===== config.mk =====
export PLATFORM = sky130hd
export DESIGN_NAME = count_sequencer
export DESIGN_NICKNAME = d
export VERILOG_FILES = /design/src/rtl/count_seq_pkg.sv /design/src/rtl/tick_prescaler.sv /design/src/rtl/count_sequencer.sv
export SDC_FILE = /design/constraint.sdc
export NUM_CORES = 1
export LEC_CHECK = 0
export CAP_MARGIN = 20
export CORE_ASPECT_RATIO = 1.4
export CORE_MARGIN = 2
export CORE_UTILIZATION = 60
export CTS_BUF_LIST = sky130_fd_sc_hd__clkbuf_4
export CTS_CLUSTER_DIAMETER = 50
export DETAILED_ROUTE_END_ITERATION = 10
export GPL_TIMING_DRIVEN = 1
export PLACE_DENSITY = 0.8
export SKIP_LAST_GASP = 1
export SYNTH_ARGS = -nofsm -noshare
export SYNTH_HDL_FRONTEND = slang
export SYNTH_SLANG_ARGS = --single-unit

===== constraint.sdc =====
create_clock -name clk -period 2.7 [get_ports clk]
set_input_delay 0.405 -clock clk [delete_from_list [all_inputs] [get_ports clk]]
set_output_delay 0.405 -clock clk [all_outputs]
set_load 0.01 [all_outputs]

===== src/rtl/count_seq_pkg.sv =====
// Shared types and helpers for the display-counter run-control sequencer.
// Terminal-count arithmetic lives here so the top and the bench agree on one definition.
package count_seq_pkg;

  typedef enum logic [1:0] {
    IDLE  = 2'd0,
    RUN   = 2'd1,
    PAUSE = 2'd2
  } seq_state_t;

  localparam int RATE_W = 2;

  // Each rate_sel step halves the count period.
  function automatic int unsigned tc_for_rate(input int unsigned div_base,
                                              input logic [RATE_W-1:0] sel);
    return (div_base >> sel) - 32'd1;
  endfunction

endpackage


===== src/rtl/tick_prescaler.sv =====
// Free-running prescaler that flags when it has reached the current terminal count.
// hit is combinational from the register so a faster rate takes effect on the very next cycle.
module tick_prescaler
  import count_seq_pkg::*;
#(
  parameter int PW = 4
) (
  input  logic          clk,
  input  logic          rst_n,
  input  logic          en,
  input  logic          restart,
  input  logic [PW-1:0] tc,
  output logic          hit
);

  logic [PW-1:0] cnt_q;
  logic [PW-1:0] cnt_d;

  // >= rather than == so a shrinking tc never lets the count run past it.
  assign hit = (cnt_q >= tc);

  always_comb begin
    cnt_d = cnt_q;
    if (restart) begin
      cnt_d = '0;
    end else if (en) begin
      cnt_d = hit ? '0 : cnt_q + PW'(1);
    end
  end

  always_ff @(posedge clk or negedge rst_n) begin
    if (!rst_n) begin
      cnt_q <= '0;
    end else begin
      cnt_q <= cnt_d;
    end
  end

endmodule


===== src/rtl/count_sequencer.sv =====
// Run/pause/step/clear sequencer owning the display count register.
// Emits registered one-cycle tick/wrap pulses alongside every count change.
module count_sequencer
  import count_seq_pkg::*;
#(
  parameter int CLK_HZ  = 100_000_000,
  parameter int TICK_HZ = 1,
  parameter int WIDTH   = 8
) (
  input  logic              clk,
  input  logic              rst_n,
  input  logic              run_p,
  input  logic              step_p,
  input  logic              clear_p,
  input  logic              up_dn,
  input  logic [RATE_W-1:0] rate_sel,
  output logic [WIDTH-1:0]  count,
  output logic              tick,
  output logic              wrap,
  output logic              running
);

  localparam int DIV_BASE = CLK_HZ / TICK_HZ;
  localparam int PW       = $clog2(DIV_BASE);

  generate
    if (DIV_BASE < 8 || (DIV_BASE % 8) != 0) begin : g_bad_div_base
      $error("count_sequencer: CLK_HZ/TICK_HZ must be a multiple of 8 and at least 8");
    end
  endgenerate

  seq_state_t       state_q, state_d;
  logic [WIDTH-1:0] count_q, count_d;
  logic             tick_q, tick_d;
  logic             wrap_q, wrap_d;
  logic             running_q, running_d;

  logic [PW-1:0]    tc;
  logic             hit;
  logic             en;
  logic             restart;
  logic             upd;

  assign tc = PW'(tc_for_rate(DIV_BASE, rate_sel));

  // The prescaler only advances in RUN cycles that are not being overridden by clear/run.
  assign en = (state_q == RUN) && !clear_p && !run_p;

  tick_prescaler #(
    .PW(PW)
  ) u_prescaler (
    .clk     (clk),
    .rst_n   (rst_n),
    .en      (en),
    .restart (restart),
    .tc      (tc),
    .hit     (hit)
  );

  always_comb begin
    state_d = state_q;
    count_d = count_q;
    tick_d  = 1'b0;
    wrap_d  = 1'b0;
    restart = 1'b0;
    upd     = 1'b0;

    if (clear_p) begin
      state_d = IDLE;
      count_d = '0;
      restart = 1'b1;
    end else if (run_p) begin
      if (state_q == RUN) begin
        state_d = PAUSE;
      end else begin
        state_d = RUN;
        restart = 1'b1;
      end
    end else if (step_p && state_q != RUN) begin
      state_d = PAUSE;
      upd     = 1'b1;
    end else if (state_q == RUN && hit) begin
      upd = 1'b1;
    end

    if (upd) begin
      tick_d = 1'b1;
      if (up_dn) begin
        count_d = count_q + WIDTH'(1);
        wrap_d  = &count_q;
      end else begin
        count_d = count_q - WIDTH'(1);
        wrap_d  = ~|count_q;
      end
    end

    running_d = (state_d == RUN);
  end

  always_ff @(posedge clk or negedge rst_n) begin
    if (!rst_n) begin
      state_q   <= IDLE;
      count_q   <= '0;
      tick_q    <= 1'b0;
      wrap_q    <= 1'b0;
      running_q <= 1'b0;
    end else begin
      state_q   <= state_d;
      count_q   <= count_d;
      tick_q    <= tick_d;
      wrap_q    <= wrap_d;
      running_q <= running_d;
    end
  end

  assign count   = count_q;
  assign tick    = tick_q;
  assign wrap    = wrap_q;
  assign running = running_q;

endmodule


==> results of run 1 <==
## stage by stage
step / hold WS [ns] / cell area [um2] / setup slack [ns] / std cells / total power [uW]
2_1_floorplan: 0.109 / 2980 / 0.0174 / 351 / 812
3_3_place_gp: 0.511 / 3420 / -0.832 / 454 / 912
3_5_place_dp: 0.530 / 3420 / -0.874 / 454 / 921
4_1_cts: 0.170 / 3590 / -0.0268 / 469 / 1330
5_1_grt: 0.216 / 3720 / -0.0299 / 472 / 1400
6_report: 0.152 / 3720 / 0.0414 / 472 / 1340
## sequential cells by signal, summed over array words and instances (netlist names)
signal	cells
running	1
tick	1
u_prescaler.cnt_q	27
count	8
state_q	2
wrap	1
## area by class of cell
| class | instances | share of cell area |
|---|---|---|
| Clock buffer | 5 | 0.0101 |
| Clock inverter | 3 | 0.0114 |
| Inverter | 23 | 0.0232 |
| Multi-Input combinational cell | 277 | 0.529 |
| Sequential cell | 40 | 0.269 |
| Tap cell | 64 | 0.0215 |
| Timing Repair Buffer | 60 | 0.135 |
## cell families after synthesis
kind of cell | Yosys count | share of synthesized area
flip-flops | 40 | 0.336
AO/OA/AOI/OAI | 81 | 0.174
other | 2 | 0.00252
AND/OR/NAND/NOR | 149 | 0.263
buffers and inverters | 34 | 0.0542
XOR/XNOR | 11 | 0.0324
adder cells (fa/ha/maj) | 28 | 0.120
multiplexers | 5 | 0.0168
## report_power, final
part	switching, uW	total (uW)	internal (uW)
Sequential	20.8	637	616
Clock	211	404	193
Combinational	157	295	138
Total	389	1340	947
## worst reg2reg max path, delay by kind of cell (launching register included)
kind | cells | cell delay, ns
buf+inv | 3 | 0.46
flops | 1 | 0.43
compound gates | 2 | 0.45
fa+ha+maj | 1 | 0.25
simple gates | 4 | 0.98
## path summary, 6_finish.rpt
path / to / slack (ns) / cells past startpoint
min in group clk: u_prescaler.cnt_q[21] / 0.56 / 1
worst min-delay path: u_prescaler.cnt_q[7] / 0.15 / 1
worst min register to register: u_prescaler.cnt_q[21] / 0.56 / 1
worst max register to register: u_prescaler.cnt_q[16] / 0.04 / 10
max in group asynchronous: count[4] / 1.99 / 1
worst max-delay path: u_prescaler.cnt_q[16] / 0.04 / 10
## metal layers
metal / track usage / routed length [um] / up-vias
li1: - / - / 1376
met1: 0.310 / 2960 / 1368
met2: 0.511 / 4030 / 56
met3: 0.0272 / 180 / 16
met4: 0.113 / 204 / 0
met5: 0 / 0 / -
## placed cells by master (no fill, tap or decap), drive strengths merged, types with 6 or more instances in the layout
cell           count
nand4              7
nor4               7
o21ai             21
clkbuf             6
nand3             30
ha                27
nor2              28
a21oi             25
buf               44
and3              10
xnor2              8
nor3               6
dfrtp             40
inv               23
nand2             34
clkdlybuf4s50     15
## repair_timing
action | CTS | global route
pin swaps | 4 | 9
cloned | 0 | 0
hold endpoints to repair | 0 | 0
gates resized for setup | 18 | 18
endpoints found under the setup margin | 37 | 32
setup buffers | 8 | 3
==> flow_metrics.py, run 1 <==
metrics = {
    "critical_path": {
        "endpoint_kind": "register",
        "crit_buf_inv": 3,
        "crit_path_start": "u_prescaler.cnt_q[0]",
        "critical_path.max_stage_delay_ns": 0.58,
        "cp.required_ns": 2.96,
        "path_common_cell": "buf_4",
        "critical_path_arrival_ns": 2.92,
        "r2r_start": "u_prescaler.cnt_q[0]",
        "crit_path_start_kind": "register",
        "crit_chain": "ha_2, nand4_1, or4_4, o211ai_4, buf_6, nor4_4, buf_4, buf_4, and3_1, a221o_1",
        "crit_type": "reg2reg",
        "crit_fanout": 6,
        "cp_slowest_cell": "or4_4",
        "crit_family": "simple AND/OR/NAND/NOR gates",
    },
    "synthesis": {
        "ys_warn_count": 0,
        "yosysMostFrequentCell": "dfrtp_1",
        "synthCells": 350,
        "synth.avg_cell_area_um2": 8.50,
        "synth_common_cells": "40 x dfrtp_1, 34 x nand2_1, 29 x nand3_1, 28 x nor2_1, 27 x ha_1",
        "yosysSeqAreaShare": 0.336,
        "yosys.area.top_type": "dfrtp_1",
        "synth_edf_count": 0,
        "synth-async-reset-ratio": 1.00,
        "synth_area_mm2": 0.00298,
        "synth_top_cell_area_share": 0.336,
        "ys_seq_elements": 40,
        "synth_top_cells_by_area": "dfrtp_1 34%, ha_1 11%, nand3_1 4.9%, nand2_1 4.3%, a21oi_1 4.2%",
        "ys.flop_type": "dfrtp_1",
        "synth_cell_types": 56,
    },
    "routing": {
        "wl_um": 7380,
        "dr_total_vias": 2816,
        "dr.pass1.iters": 4,
        "drcViolationCount": 0,
        "via_per_inst": 5.97,
        "drt_iter0_drc": 147,
        "wire_per_inst_um": 15.6,
        "ant_nets": 0,
    },
    "timing": {
        "skew_ns": 0.0136,
        "fmax_mhz": 376,
        "period_needed_ns": 2.66,
        "tightest_slew_ns": 0.876,
        "slew_viol_final": 0,
        "timing.final.crit_share": 0.985,
        "finalSetupTns_ns": 0,
        "slew_headroom": 0.416,
        "setup_viol": 0,
        "hold_viol": 0,
    },
    "min_path": {
        "hold_path_class": "in2async",
    },
    "clock_network": {
        "cts_tree": "built",
        "max-clock-path-buffers": 2,
        "ctsHoldBuffers": 0,
        "cts_buffers": 5,
        "htree_levels": 2,
        "numClockSinks": 40,
        "clock-root-buffer": "clkbuf_4",
        "clock_latency_ns": 0.36,
        "path_clk_slew_ns": 0.13,
    },
    "power": {
        "ir_worst_vdd_v": 0.000337,
        "p_leak_uw": 0.00170,
        "powerDensity_mw_per_mm2": 359,
    },
    "floorplanning": {
        "die_y_um": 87.3,
        "row_count": 30,
        "start_util": 0.620,
        "io_pins": 19,
        "dieArea_mm2": 0.00555,
        "coreArea_mm2": 0.00480,
        "die_width_um": 63.5,
    },
    "cells_and_area": {
        "final_nets": 443,
        "drive_above_1_share": 0.199,
        "multi_input_area_mm2": 0.00197,
        "fillers": 359,
        "final-seq-area_mm2": 0.00100,
        "antenna_cells": 0,
        "post-route-util": 0.774,
        "syn_to_final_growth_pct": 25.0,
    },
    "job": {
        "cap_violations": 0,
    },
    "grt": {
        "grt_max_degree": 41,
        "grt_antenna_before_repair": 0,
        "grt_first_pass_wirelength_um": 11900,
        "grt_overflow_total": 0,
        "grt.total_usage": 0.271,
        "grt_pass1_vias": 2713,
    },
    "status": {
        "outcome": "finished clean",
    },
    "placement": {
        "place_congestion": 0.780,
        "numPortBuffers": 18,
        "dp_hpwl_um": 5360,
    },
}
(Power assumes the default switching activity.)
==> run 2: changes to the inputs <==
--- a/config.mk
+++ b/config.mk
@@ -11,6 +11,7 @@
 export CORE_UTILIZATION = 60
 export CTS_BUF_LIST = sky130_fd_sc_hd__clkbuf_4
 export CTS_CLUSTER_DIAMETER = 50
+export CTS_CLUSTER_SIZE = 20
 export DETAILED_ROUTE_END_ITERATION = 10
 export GPL_TIMING_DRIVEN = 1
 export PLACE_DENSITY = 0.8
==> results of run 2 <==
Final layout, timing and power as in run 1 (identical DEF).
